$ cat src/rtl/multicycle_pkg.sv
// Shared encodings for the multi-cycle RISC-V control FSM: states, opcodes,
// ALU operation classes and datapath mux select codes.
package multicycle_pkg;

  typedef enum logic [3:0] {
    S_FETCH     = 4'd0,
    S_DECODE    = 4'd1,
    S_EXEC_R    = 4'd2,
    S_EXEC_I    = 4'd3,
    S_EXEC_LUI  = 4'd4,
    S_ALU_WB    = 4'd5,
    S_MEM_ADDR  = 4'd6,
    S_MEM_READ  = 4'd7,
    S_MEM_WB    = 4'd8,
    S_MEM_WRITE = 4'd9,
    S_JAL       = 4'd10,
    S_BRANCH    = 4'd11,
    S_TRAP      = 4'd12
  } state_e;

  localparam logic [6:0] OP_R      = 7'h33;
  localparam logic [6:0] OP_I      = 7'h13;
  localparam logic [6:0] OP_LUI    = 7'h37;
  localparam logic [6:0] OP_LOAD   = 7'h03;
  localparam logic [6:0] OP_STORE  = 7'h23;
  localparam logic [6:0] OP_JAL    = 7'h6F;
  localparam logic [6:0] OP_BRANCH = 7'h63;

  localparam logic [2:0] ALU_R     = 3'd0;
  localparam logic [2:0] ALU_I     = 3'd1;
  localparam logic [2:0] ALU_LUI   = 3'd2;
  localparam logic [2:0] ALU_STORE = 3'd3;
  localparam logic [2:0] ALU_LOAD  = 3'd4;
  localparam logic [2:0] ALU_JAL   = 3'd5;
  localparam logic [2:0] ALU_ADD   = 3'd6;
  localparam logic [2:0] ALU_SUB   = 3'd7;

  localparam logic [1:0] SRC_A_PC    = 2'd0;
  localparam logic [1:0] SRC_A_RS1   = 2'd1;
  localparam logic [1:0] SRC_A_OLDPC = 2'd2;
  localparam logic [1:0] SRC_B_RS2   = 2'd0;
  localparam logic [1:0] SRC_B_FOUR  = 2'd1;
  localparam logic [1:0] SRC_B_IMM   = 2'd2;

  // States that own the shared memory port and therefore wait on mem_ready_i.
  function automatic logic is_mem_state(input state_e s);
    return (s == S_FETCH) || (s == S_MEM_READ) || (s == S_MEM_WRITE);
  endfunction

endpackage

$ cat src/rtl/multicycle_control_mem_wait_timer.sv
// Counts not-ready cycles in a memory state; o_expired rises once the count
// equals MEM_TIMEOUT (never when MEM_TIMEOUT is 0).
module mem_wait_timer #(
  parameter int MEM_TIMEOUT = 0,
  parameter int TIMER_WIDTH = 8
) (
  input  logic clk,
  input  logic reset,
  input  logic i_clear,
  input  logic i_inc,
  output logic o_expired
);

  localparam logic [TIMER_WIDTH-1:0] LP_LIMIT = TIMER_WIDTH'(MEM_TIMEOUT);

  logic [TIMER_WIDTH-1:0] r_count;

  // NOTE: sequential state is updated with non-blocking assignments only, so
  // every flop samples the pre-edge values regardless of block ordering.
  always_ff @(posedge clk) begin
    if (reset || i_clear) begin
      r_count <= '0;
    end else if (i_inc && (r_count != '1)) begin
      r_count <= r_count + 1'b1;
    end
  end

  assign o_expired = (MEM_TIMEOUT != 0) && (r_count == LP_LIMIT);

endmodule

$ cat src/rtl/multicycle_control.sv
// Moore control FSM for the multi-cycle RISC-V datapath.
// Optional BRANCH state enabled by defining MULTICYCLE_BRANCH_EN.
module multicycle_control
  import multicycle_pkg::*;
#(
  parameter int ALU_OP_WIDTH = 3,
  parameter int MEM_TIMEOUT  = 0,
  parameter int TIMER_WIDTH  = 8
) (
  input  logic                    clk,
  input  logic                    reset,
  input  logic [6:0]              OP_i,
  input  logic                    mem_ready_i,
  output logic                    pc_write_o,
  output logic                    ir_write_o,
  output logic                    i_or_d_o,
  output logic                    mem_read_o,
  output logic                    mem_write_o,
  output logic                    reg_write_o,
  output logic                    mem_to_reg_o,
  output logic [1:0]              alu_src_a_o,
  output logic [1:0]              alu_src_b_o,
  output logic [ALU_OP_WIDTH-1:0] alu_op_o,
  output logic                    pc_src_o,
  output logic                    branch_o,
  output logic                    illegal_o,
  output logic [3:0]              state_o
);

  state_e     r_state;
  state_e     w_next_state;
  logic       w_expired;
  logic       w_pc_write;
  logic       w_ir_write;
  logic       w_mem_write;
  logic       w_reg_write;
  logic [2:0] w_alu_op;
`ifdef MULTICYCLE_BRANCH_EN
  logic       w_branch;
`endif

  mem_wait_timer #(
    .MEM_TIMEOUT (MEM_TIMEOUT),
    .TIMER_WIDTH (TIMER_WIDTH)
  ) u_timer (
    .clk       (clk),
    .reset     (reset),
    .i_clear   (w_next_state != r_state),
    .i_inc     (is_mem_state(r_state) && !mem_ready_i),
    .o_expired (w_expired)
  );

  always_ff @(posedge clk) begin
    if (reset) r_state <= S_FETCH;
    else       r_state <= w_next_state;
  end

  // NOTE: every always_comb output gets a default first so no path leaves a
  // signal unassigned, which would otherwise infer a latch.
  always_comb begin
    w_next_state = r_state;
    unique case (r_state)
      S_FETCH:     if (mem_ready_i) w_next_state = S_DECODE;
                   else if (w_expired) w_next_state = S_TRAP;
      S_DECODE: begin
        case (OP_i)
          OP_R:      w_next_state = S_EXEC_R;
          OP_I:      w_next_state = S_EXEC_I;
          OP_LUI:    w_next_state = S_EXEC_LUI;
          OP_LOAD,
          OP_STORE:  w_next_state = S_MEM_ADDR;
          OP_JAL:    w_next_state = S_JAL;
`ifdef MULTICYCLE_BRANCH_EN
          OP_BRANCH: w_next_state = S_BRANCH;
`endif
          default:   w_next_state = S_TRAP;
        endcase
      end
      S_EXEC_R, S_EXEC_I, S_EXEC_LUI: w_next_state = S_ALU_WB;
      S_MEM_ADDR:  w_next_state = (OP_i == OP_STORE) ? S_MEM_WRITE : S_MEM_READ;
      S_MEM_READ:  if (mem_ready_i) w_next_state = S_MEM_WB;
                   else if (w_expired) w_next_state = S_TRAP;
      S_MEM_WRITE: if (mem_ready_i) w_next_state = S_FETCH;
                   else if (w_expired) w_next_state = S_TRAP;
      S_ALU_WB, S_MEM_WB, S_JAL, S_BRANCH: w_next_state = S_FETCH;
      default:     w_next_state = S_TRAP;
    endcase
  end

  always_comb begin
    w_pc_write   = 1'b0;
    w_ir_write   = 1'b0;
    w_mem_write  = 1'b0;
    w_reg_write  = 1'b0;
    i_or_d_o     = 1'b0;
    mem_read_o   = 1'b0;
    mem_to_reg_o = 1'b0;
    alu_src_a_o  = SRC_A_PC;
    alu_src_b_o  = SRC_B_RS2;
    w_alu_op     = ALU_R;
    pc_src_o     = 1'b0;
`ifdef MULTICYCLE_BRANCH_EN
    w_branch     = 1'b0;
`endif
    case (r_state)
      S_FETCH: begin
        mem_read_o  = 1'b1;
        alu_src_b_o = SRC_B_FOUR;
        w_alu_op    = ALU_ADD;
        w_ir_write  = mem_ready_i;
        w_pc_write  = mem_ready_i;
      end
      S_DECODE: begin
        alu_src_a_o = SRC_A_OLDPC;
        alu_src_b_o = SRC_B_IMM;
        w_alu_op    = ALU_ADD;
      end
      S_EXEC_R: alu_src_a_o = SRC_A_RS1;
      S_EXEC_I: begin
        alu_src_a_o = SRC_A_RS1;
        alu_src_b_o = SRC_B_IMM;
        w_alu_op    = ALU_I;
      end
      S_EXEC_LUI: begin
        alu_src_b_o = SRC_B_IMM;
        w_alu_op    = ALU_LUI;
      end
      S_ALU_WB: w_reg_write = 1'b1;
      S_MEM_ADDR: begin
        alu_src_a_o = SRC_A_RS1;
        alu_src_b_o = SRC_B_IMM;
        w_alu_op    = (OP_i == OP_STORE) ? ALU_STORE : ALU_LOAD;
      end
      S_MEM_READ: begin
        i_or_d_o   = 1'b1;
        mem_read_o = 1'b1;
      end
      S_MEM_WB: begin
        w_reg_write  = 1'b1;
        mem_to_reg_o = 1'b1;
      end
      S_MEM_WRITE: begin
        i_or_d_o    = 1'b1;
        w_mem_write = 1'b1;
      end
      S_JAL: begin
        w_reg_write = 1'b1;
        w_pc_write  = 1'b1;
        pc_src_o    = 1'b1;
        w_alu_op    = ALU_JAL;
      end
`ifdef MULTICYCLE_BRANCH_EN
      S_BRANCH: begin
        alu_src_a_o = SRC_A_RS1;
        w_alu_op    = ALU_SUB;
        w_branch    = 1'b1;
        pc_src_o    = 1'b1;
      end
`endif
      default: ;
    endcase
  end

  // Reset suppresses every write strobe so an interrupted instruction never
  // commits a partial writeback or PC update.
  assign pc_write_o  = w_pc_write  & ~reset;
  assign ir_write_o  = w_ir_write  & ~reset;
  assign mem_write_o = w_mem_write & ~reset;
  assign reg_write_o = w_reg_write & ~reset;

  assign alu_op_o  = ALU_OP_WIDTH'(w_alu_op);
  assign illegal_o = (r_state == S_TRAP);
  assign state_o   = r_state;
`ifdef MULTICYCLE_BRANCH_EN
  assign branch_o  = w_branch;
`else
  assign branch_o  = 1'b0;
`endif

endmodule

$ cat config.mk
export PLATFORM = sky130hd
export DESIGN_NAME = multicycle_control
export DESIGN_NICKNAME = d
export VERILOG_FILES = /design/src/rtl/multicycle_pkg.sv /design/src/rtl/multicycle_control_mem_wait_timer.sv /design/src/rtl/multicycle_control.sv
export SDC_FILE = /design/constraint.sdc
export NUM_CORES = 1
export LEC_CHECK = 0
export BUFFER_PORTS_ARGS = -buffer_cell sky130_fd_sc_hd__buf_2
export CORE_UTILIZATION = 32
export DETAILED_ROUTE_END_ITERATION = 7
export PLACE_DENSITY_LB_ADDON = 0.3
export SYNTH_ARGS = -nofsm -noshare
export SYNTH_HDL_FRONTEND = slang
export SYNTH_SLANG_ARGS = --single-unit
$ cat constraint.sdc
create_clock -name clk -period 1.35 [get_ports clk]
set_clock_uncertainty 0.05 [all_clocks]
set_input_delay 0.27 -clock clk [delete_from_list [all_inputs] [get_ports clk]]
set_output_delay 0.27 -clock clk [all_outputs]
set_load 0.05 [all_outputs]
Word level (Yosys, flattened, before mapping)

Index checks and enable logic that the tools add are counted.

Bitwise logic cells: 5
Multiplexer cells: 18
Magnitude comparators: 0
$add $sub $neg: 0
Divide/modulo/power cells: 0
Multiply operators: 0
Reduce and logical (&&, ||, !) cells: 11
Equality and inequality tests: 21
Shift-type cells: 0

Operator list:

| operator                                       | count |
|---|---|
| case mux 4 bit (7 select lines)                | 1 |
| == test 7 x 6 -> 1 bit (second input constant) | 3 |
| == test 4 bit (second input constant)          | 5 |
| case mux 4 bit (5 select lines)                | 1 |
| == test 4 x 3 -> 1 bit (second input constant) | 4 |
| 2-to-1 mux 4 bit                               | 4 |
| case mux 3 bit (5 select lines)                | 1 |
| OR reduction 3 bit                             | 3 |
| == test 4 x 2 -> 1 bit (second input constant) | 2 |
| case mux 2 bit (2 select lines)                | 2 |
| OR reduction 2 bit                             | 4 |
| OR reduction 4 bit                             | 2 |
| == test 7 x 2 -> 1 bit (second input constant) | 1 |
| == test 7 x 5 -> 1 bit (second input constant) | 1 |
| == test 7 bit (second input constant)          | 1 |
| 2-to-1 mux 1 bit                               | 7 |
| inequality test 2 bit (second input constant)  | 3 |
| AND 1 bit                                      | 4 |
| == test 4 x 1 -> 1 bit (second input constant) | 1 |
| logical NOT 4 bit                              | 1 |
| 2-to-1 mux 3 bit                               | 1 |
| AND reduction 3 bit                            | 1 |
| case mux 1 bit (2 select lines)                | 1 |
| NOT 1 bit                                      | 1 |

Output and inout bits: 21
Memories: 0
Input port bits: 10
RAM bits: 0
Register bits after elaboration: 4
Bits in latches: 0
Memory bits (read-only): 0
Word-level logic and storage cells: 56

Logic depth before layout (Yosys ltp)

Gate-level depths: netlist (run 1).

Depth after elaboration: 4
Mapped depth: 6
Depth with buffers taken out: 4

Hierarchy

From an unflattened synthesis (run 1), not the netlist that was laid out.

Cell total of the unflattened synthesis: 107
Area total of the unflattened synthesis: 711.9 um^2

By module, submodules not included:

| module             | instances | sequential area each (um^2) | area an instance (um^2) | cells an instance |
|---|---|---|---|---|
| multicycle_control | 1         | 80.1                        | 700.7                   | 105 |
| mem_wait_timer     | 1         | 0.0                         | 11.3                    | 2 |

Least setup slack after synthesis (run 1)

OpenSTA, ideal clock, no wires.

Kind: register -> output
From: register r_state[1], in the netlist state_o[1]
To: output port pc_write_o
Cell stages (with the launch flop): 5
Data arrival time: 2267 ps
Data required time: 1030 ps
Slack: -1237 ps
Buffers on the path: 2
Cell sequence: dfxtp_1 -> buf_6 -> buf_2 -> nand2_1 -> a211oi_1

Cells in the longest elaborated chain, start to end: 3
Elaborated cells on any way between the ends: 4
Those cells by class: 1 x eq/ne; 1 x mux; 1 x bitwise; 1 x reduce/logical

Ends and longest elaborated chain:

| what                                                      | line                      | text |
|---|---|---|
| start: declaration                                        | multicycle_control.sv:30  | `state_e r_state;` |
| start signal: assignment                                  | multicycle_control.sv:55  | `else r_state <= w_next_state;` |
| == test 4 bit / logical NOT 4 bit (equally long branches) | multicycle_control.sv:105 | `case (r_state)` |
| case mux 1 bit (2 select lines) (*)                       | multicycle_control.sv:105 |  |
| AND 1 bit (*)                                             | multicycle_control.sv:166 | `assign pc_write_o = w_pc_write & ~reset;` |
| end: declaration                                          | multicycle_control.sv:14  | `output logic pc_write_o,` |

Every way passes the cells marked *; elsewhere a longest branch is shown, timed or not.

Worst setup path in the final report (run 1)

From: register r_state[2], in the netlist state_o[2]
To: output port alu_op_o[1]

Cells in the longest elaborated chain, start to end: 3
Elaborated cells on any way between the ends: 8
Those cells by class: 5 x eq/ne; 1 x mux; 2 x reduce/logical

Ends and longest elaborated chain:

| what                                                               | line                      | text |
|---|---|---|
| == test 4 x 1 -> 1 bit / logical NOT 4 bit (equally long branches) | multicycle_control.sv:105 |  |
| OR reduction 2 bit (no line)                                       | -                         |  |
| case mux 3 bit (5 select lines) (*)                                | multicycle_control.sv:105 |  |
| end: declaration                                                   | multicycle_control.sv:23  | `output logic [ALU_OP_WIDTH-1:0] alu_op_o,` |

Marks and branches as above.

==> impl_metrics.toml, run 1 <==
[run_status]
outcome = "complete, but fails checks"
violations = "negative setup slack"

[final_layout]
final_util_pct = 88.7
antenna_cells = 0
drive_above_1_share_pct = 78.1
final_cells = 180
final_nets = 167
areaGrowthSynthToFinish_pct = 149
largest_register_ffs = 4
stdcell_area_um2 = 1600
fillers = 87

[logic_synthesis]
synth_warnings = 0
yosys.area.top_type = "dfxtp_1"
synthTopCellsByArea = "dfxtp_1, nor2_1, a21oi_1"
synthAdderAreaFrac_pct = 0
synth_top_cell_area_share_pct = 12.5
synth_common_cells = "nor2_1, a21oi_1, nand2_1, nor3_1"
synth_edf_count = 0
synth_xor_area_share_pct = 1.36
synth_simple_gate_area_share_pct = 42.1
seq_area_frac_synth_pct = 12.5
synth-async-reset-ratio_pct = 0
syn_area_um2 = 642
syn_inst = 87
synthMuxAreaShare_pct = 0
synth.distinct_cells = 45
synthesis.nets = 97
synth_top_family_by_area = "simple AND/OR/NAND/NOR gates"
syn_area_per_cell_um2 = 7.38
synth_compound_area_share_pct = 27.9
post-synth-top-count-cell = "nor2_1"
synth_flop_cell = "dfxtp_1"
ys_seq_elements = 4

[timing]
fin_crit_ps = 1740
fin_ws_ps = -389
fmax_mhz = 575
setup_violations = 21
finalHoldViolCount = 0
hold_ws_ps = 377
final_max_slew_viol_count = 0
rsz0062_at_grt = "yes"
period_share_pct = 129

[detailed_routing]
top_layer_used = "met4"
drt_first_pass_iters = 4
wl_met2_mm = 1.72
wl_met3_um = 151
drc = 0
vias = 972
wl_met1_mm = 1.26
postRouteWirelength_mm = 3.16
drt_iter0_drc = 37
drtAntennaViolNets = 0
avgRoutedWirePerCell_um = 17.5
avgViaCountPerCell = 5.40

[die]
die_y_um = 46.8
dieWidth_um = 46.8
core_um2 = 1800
num_rows = 15
initial_core_util_pct = 35.6
ioPinCount = 31
dieArea_um2 = 2190

[critical_path]
startpoint_type = "flop"
path_max_fanout = 6
path_class = "flop to primary output"
worst_r2r_path_depth = 7
critPathCaptureType = "primary output"
cp_data_required_time_ps = 1030
arrival_ps = 1420

[clocking]
clkSlewWorstSetupHoldPaths_ps = 50
root_buffer = "clkbuf_4"
clock_sinks = 4
cts_tree = "built"
h-tree-depth = 1
cts_buffer_depth = 2
insertion_delay_ps = 240
numCtsBuffers = 3

[place]
port_buffers = 29
placed_area_um2 = 1190
dp_hpwl_mm = 1.81
placed_cells = 163
gp_routability_congestion = 0.800

[hold_path]
min_path_cells = 2
hp-class = "input port to flop"

[job]
drv_cap = 0

[pwr]
power.density_nw_per_um2 = 1900
total_power_mw = 3.04
peakVddDrop_mv = 1.45
power.leakage_nw = 0.673

[global_routing]
grt_pass1_wl_mm = 4.15
grt-ovfl-total = 0
grt_pass1_vias = 938
grt_max_degree = 12
grt_util_all_layers_pct = 27.1
antenna_found_initial = 0
## kinds of logic after synthesis
logic type	count (synthesis)
other	1
buffers and inverters	11
flip-flops	4
XOR/XNOR	1
AO/OA/AOI/OAI	25
AND/OR/NAND/NOR	45
## worst max-delay path, stage by stage, from the launching register on
cell and delay (ps):
dfxtp_4 390, or2b_4 300, nor2_4 130, nand2b_4 110, o31ai_4 70, buf_6 180
## through the flow
step / setup TNS, ps / worst slack, ps
5_1_grt: -6430 / -430
3_5_place_dp: -3050 / -327
2_1_floorplan: -4120 / -361
3_3_place_gp: -2770 / -296
4_1_cts: -5060 / -347
6_report: -5660 / -389
## metal layers
metal	global-route usage [%]	vias up
li1	-	450
met1	30.4	464
met2	52.2	54
met3	3.46	4
met4	8.57	0
met5	0	-
## cell usage in the layout, fill, tap and decap left out, types with 2 or more instances in the layout
| cell | n |
|---|---|
| buf_12 | 4 |
| o21ai_1 | 3 |
| buf_4 | 30 |
| buf_6 | 22 |
| buf_8 | 8 |
| nor2_1 | 4 |
| nor3_2 | 2 |
| nor2_4 | 9 |
| clkbuf_4 | 3 |
| nor3_4 | 4 |
| buf_2 | 11 |
| a21oi_2 | 4 |
| a21oi_1 | 4 |
| dfxtp_4 | 4 |
| nand2b_4 | 4 |
| nand2_1 | 4 |
| nand2_8 | 2 |
## timing repair
| action | CTS | global route |
|---|---|---|
| endpoints found under the hold margin | 0 | 0 |
| hold buffers | 0 | 0 |
| resized for setup | 53 | 26 |
| endpoints found under the setup margin | 20 | 21 |
| buffers inserted | 7 | 9 |
| pin swaps | 9 | 12 |
## worst paths after layout
check,from,end,slack [ps]
hold reg to reg,state_o[0],state_o[2],720
hold / removal,reset,state_o[3],380
setup reg to reg,state_o[1],state_o[0],-240
setup / recovery,state_o[2],alu_op_o[1],-390
## cell type report
class	count	area (µm²)	area share [%]
sequential	4	95.1	5.95
timing repair buffer	75	728	45.6
clock buffer	3	22.5	1.41
tap	25	31.3	1.96
multi-input combinational	72	717	44.9
inverter	1	3.75	0.235
## where the power goes
part | leakage, nW | internal [mW] | switching, mW
clock | 0.0138 | 0.0998 | 0.0540
combinational | 0.624 | 1.16 | 1.46
sequential | 0.0356 | 0.169 | 0.0899
No activity file was read; power rests on OpenSTA's default activity.
==> run 2: changes to the inputs <==
--- a/config.mk
+++ b/config.mk
@@ -11,4 +11,5 @@
 export PLACE_DENSITY_LB_ADDON = 0.3
 export SYNTH_ARGS = -nofsm -noshare
 export SYNTH_HDL_FRONTEND = slang
+export SYNTH_HIERARCHICAL = 1
 export SYNTH_SLANG_ARGS = --single-unit
==> impl_metrics.toml, run 2 <==
[final_layout]
mostFrequentLayoutCell = "buf_4"
largest_register_ffs = 4
seqCellArea_um2 = 95.1
multi_input_area_um2 = 772
areaGrowthSynthToFinish_pct = 158
fillers = 67
most-common-layout-cells = "buf_4, buf_6, buf_8"
antenna_cells = 0
stdcell_area_um2 = 1650
final_nets = 177
drive_above_1_share_pct = 75.2
final_util_pct = 91.7
final_cells = 190

[pwr]
cell_internal_pwr_mw = 1.02
clkPwrFrac_pct = 8.2
peakVddDrop_mv = 1.31
total_power_mw = 2.13
swShare_pct = 52.2
power.density_nw_per_um2 = 1290
combPwrFrac_pct = 81.8
p_seq_share_pct = 10.0
power.switching_mw = 1.11
power.leakage_nw = 0.718

[die]
die_y_um = 46.8
core_um2 = 1800
initial_core_util_pct = 35.6
dieArea_um2 = 2190
ioPinCount = 31
dieWidth_um = 46.8
num_rows = 15

[critical_path]
cp_data_required_time_ps = 1030
arrival_ps = 1430
startpoint_type = "flop"
path_max_fanout = 6
critPathCaptureType = "primary output"
path_class = "flop to primary output"

[detailed_routing]
wl_met3_um = 386
drt_iter0_drc = 65
avgViaCountPerCell = 6.13
avgRoutedWirePerCell_um = 23.1
wl_met2_mm = 2.17
postRouteWirelength_mm = 4.39
wl_met1_mm = 1.58
vias = 1165
drc = 0
drt_first_pass_iters = 4
drtAntennaViolNets = 0
top_layer_used = "met4"

[clocking]
cts_buffer_depth = 2
h-tree-depth = 1
clock_sinks = 4
numCtsBuffers = 3
clkSlewWorstSetupHoldPaths_ps = 40
root_buffer = "clkbuf_4"
cts_tree = "built"
insertion_delay_ps = 260

[place]
dp_slack_ps = -428
dp_hpwl_mm = 1.82
port_buffers = 29
gp_routability_congestion = 0.764
placed_area_um2 = 1230
placed_cells = 174

[logic_synthesis]
synth_warnings = 6
synthesis.nets = 107
syn_area_um2 = 642
syn_area_per_cell_um2 = 6.62
syn_inst = 97

[global_routing]
grt_pass1_vias = 972
grt_util_all_layers_pct = 29.9
grt-ovfl-total = 0
antenna_found_initial = 0
grt_pass1_wl_mm = 4.51
grt_max_degree = 10

[timing]
finalHoldViolCount = 0
fin_ws_ps = -405
final_max_slew_viol_count = 0
tns_ps = -6090
rsz0062_at_grt = "yes"
fmax_mhz = 570
fin_crit_ps = 1750
period_share_pct = 130
hold_ws_ps = 404
setup_violations = 23

[job]
drv_cap = 0

[run_status]
violations = "negative setup slack"
outcome = "complete, but fails checks"

[hold_path]
hp-class = "input port to flop"
run 2: power by group through the flow:
stage               clock [mW]  sequential [mW]  combinational (mW)
floorplan                    0            0.244               0.913
global placement             0            0.202                1.23
detailed placement           0            0.206                1.25
CTS                      0.168            0.208                1.49
global route             0.182            0.213                1.80
finish                   0.175            0.214                1.74
run 2: repair_timing:
action	in CTS	in global routing
pin swaps	8	12
setup endpoints to repair	22	22
gates resized for setup	63	27
hold buffers	0	0
hold endpoints to repair	0	0
buffers inserted	7	6
run 2: layout make-up:
class                   instances  area share (%)
well taps                      25            1.89
multi-input cells              77            46.7
flip-flops and latches          4            5.75
inverters                       4           0.908
clock buffers                   3            1.36
repair buffers                 77            43.4
run 2: layer usage:
metal  GRT usage [%]  vias to the layer above
met3            5.00                       41
met5               0                        -
met4            14.3                        0
met1            34.6                      544
li1                -                      487
met2            53.3                       93
run 2: path summary, 6_finish.rpt:
check / startpoint / end / slack, ps / depth (start not counted)
max: state_o[2] / alu_src_a_o[1] / -400 / 4
min: OP_i[3] / state_o[3] / 400 / 4
max reg2reg: state_o[2] / state_o[0] / -310 / 7
min reg2reg: state_o[1] / state_o[1] / 680 / 3
run 2: worst max-delay path, cell delays in order, from the launching register on:
cell     delay (ps)
dfxtp_4         380
buf_4           150
buf_4           150
nor4b_4         290
buf_6           200
==> run 3: changes to the inputs <==
--- a/config.mk
+++ b/config.mk
@@ -9,6 +9,7 @@
 export CORE_UTILIZATION = 32
 export DETAILED_ROUTE_END_ITERATION = 7
 export PLACE_DENSITY_LB_ADDON = 0.3
+export SKIP_LAST_GASP = 1
 export SYNTH_ARGS = -nofsm -noshare
 export SYNTH_HDL_FRONTEND = slang
 export SYNTH_HIERARCHICAL = 1
==> impl_metrics.toml, run 3 (synthesis results as in run 2) <==
[clocking]
numCtsBuffers = 3
clock_sinks = 4
cts_tree = "built"
root_buffer = "clkbuf_4"
postCtsHoldBufs = 0
insertion_delay_ps = 260
cts_buffer_depth = 2
h-tree-depth = 1
clkSlewWorstSetupHoldPaths_ps = 50

[final_layout]
antenna_cells = 0
drive_above_1_share_pct = 73.9
areaGrowthSynthToFinish_pct = 148
final_nets = 177
largest_register_ffs = 4
most-common-layout-cells = "buf_4, buf_6, buf_2"
mostFrequentLayoutCell = "buf_4"

[critical_path]
critPathCaptureType = "primary output"
arrival_ps = 1450
r2r_setup_slack_ps = -340
path_class = "flop to primary output"
startpoint_type = "flop"
worst_r2r_path_depth = 7
reg2reg_from = "state_o[1]"
cp_data_required_time_ps = 1030
path_max_fanout = 7
r2r_end = "state_o[3]"

[global_routing]
grt_pass1_wl_mm = 4.71
grt_use_met1_pct = 32.4
antenna_found_initial = 0
grt_pass1_vias = 1079
grt_max_degree = 10
grt-ovfl-total = 0
grt.busiest_layer = "met2"
grt_use_met3_pct = 5.00
grt_util_all_layers_pct = 31.6
met2_usage_pct = 56.7

[timing]
fin_crit_ps = 1770
tns_ps = -5480
setup_violations = 21
finalHoldViolCount = 0
fmax_mhz = 564
rsz0062_at_grt = "yes"
period_share_pct = 131
fin_ws_ps = -423
final_max_slew_viol_count = 0

[detailed_routing]
avgViaCountPerCell = 6.02
drt_iter0_drc = 41
drt_first_pass_iters = 4
avgRoutedWirePerCell_um = 21.2
vias = 1143
postRouteWirelength_mm = 4.02
drtAntennaViolNets = 0
drc = 0

[run_status]
violations = "negative setup slack"
outcome = "complete, but fails checks"

[pwr]
total_power_mw = 2.05
power.density_nw_per_um2 = 1280
power.leakage_nw = 0.689
peakVddDrop_mv = 1.51

[place]
dp_hpwl_mm = 1.82
dp_slack_ps = -428
gp_routability_congestion = 0.764
port_buffers = 29

[hold_path]
holdPathEnd = "state_o[1]"
hp-class = "input port to flop"
min_path_cells = 3
min-delay-start = "reset"

[die]
num_rows = 15
dieArea_um2 = 2190
ioPinCount = 31
dieWidth_um = 46.8
initial_core_util_pct = 35.6
die_y_um = 46.8
core_um2 = 1800

[job]
drv_cap = 0
-- run 3: changes by cell type in the layout (fill, tap and decap cells not counted), moves of 2 or more --
cell | before | now
nor3b_2 | 0 | 2
buf_2 | 8 | 10
buf_6 | 19 | 21
buf_8 | 10 | 5
-- run 3: worst max-delay path by stage --
stage / to / depth (start not counted) / from
after detailed placement: alu_op_o[1] / 7 / OP_i[4]
after floorplan: state_o[0] / 5 / state_o[3]
after CTS: mem_read_o / 4 / state_o[2]
after global placement: alu_op_o[1] / 7 / OP_i[3]
after global routing: alu_op_o[0] / 5 / state_o[2]
final: alu_op_o[0] / 5 / state_o[2]
-- run 3: report_power, final --
group | leakage, nW | switching, mW | internal, mW
Sequential | 0.0356 | 0.0745 | 0.145
Clock | 0.0138 | 0.0721 | 0.101
Combinational | 0.639 | 0.914 | 0.738
Total | 0.689 | 1.06 | 0.984
-- run 3: per-stage QoR --
step	instance area [µm²]	cells	utilization [%]	hold WS, ps
6_report	1590	190	88.4	414
5_1_grt	1590	190	88.4	427
4_1_cts	1460	184	81.2	382
3_5_place_dp	1230	174	68.1	573
3_3_place_gp	1230	174	68.1	565
2_1_floorplan	925	97	-	385
-- run 3: per-layer routing --
metal	up-vias	share of wire, %	wire length, µm
met4	0	8.8	354
met1	538	35	1390
li1	486	-	-
met3	40	6.6	264
met2	79	50	2010
met5	-	0	0
-- run 3: final cells by class --
class / count / area (µm²)
Multi-Input combinational cell: 77 / 747
Timing Repair Buffer: 77 / 682
Fill cell: 95 / 209
Sequential cell: 4 / 95.1
Tap cell: 25 / 31.3
Clock buffer: 3 / 22.5
Inverter: 4 / 15.0
-- run 3: repair_timing --
item / in CTS / in global routing
setup endpoints to repair: 22 / 23
pin swaps: 8 / 6
resized for setup: 54 / 23
setup buffers: 7 / 6
gates cloned: 0 / 0
-- run 3: critical path, stage by stage (launching register included) --
cell,delay [ps]
dfxtp_4,430
buf_6,160
nand2_1,90
o21ai_1,170
o211a_2,200
buf_6,150
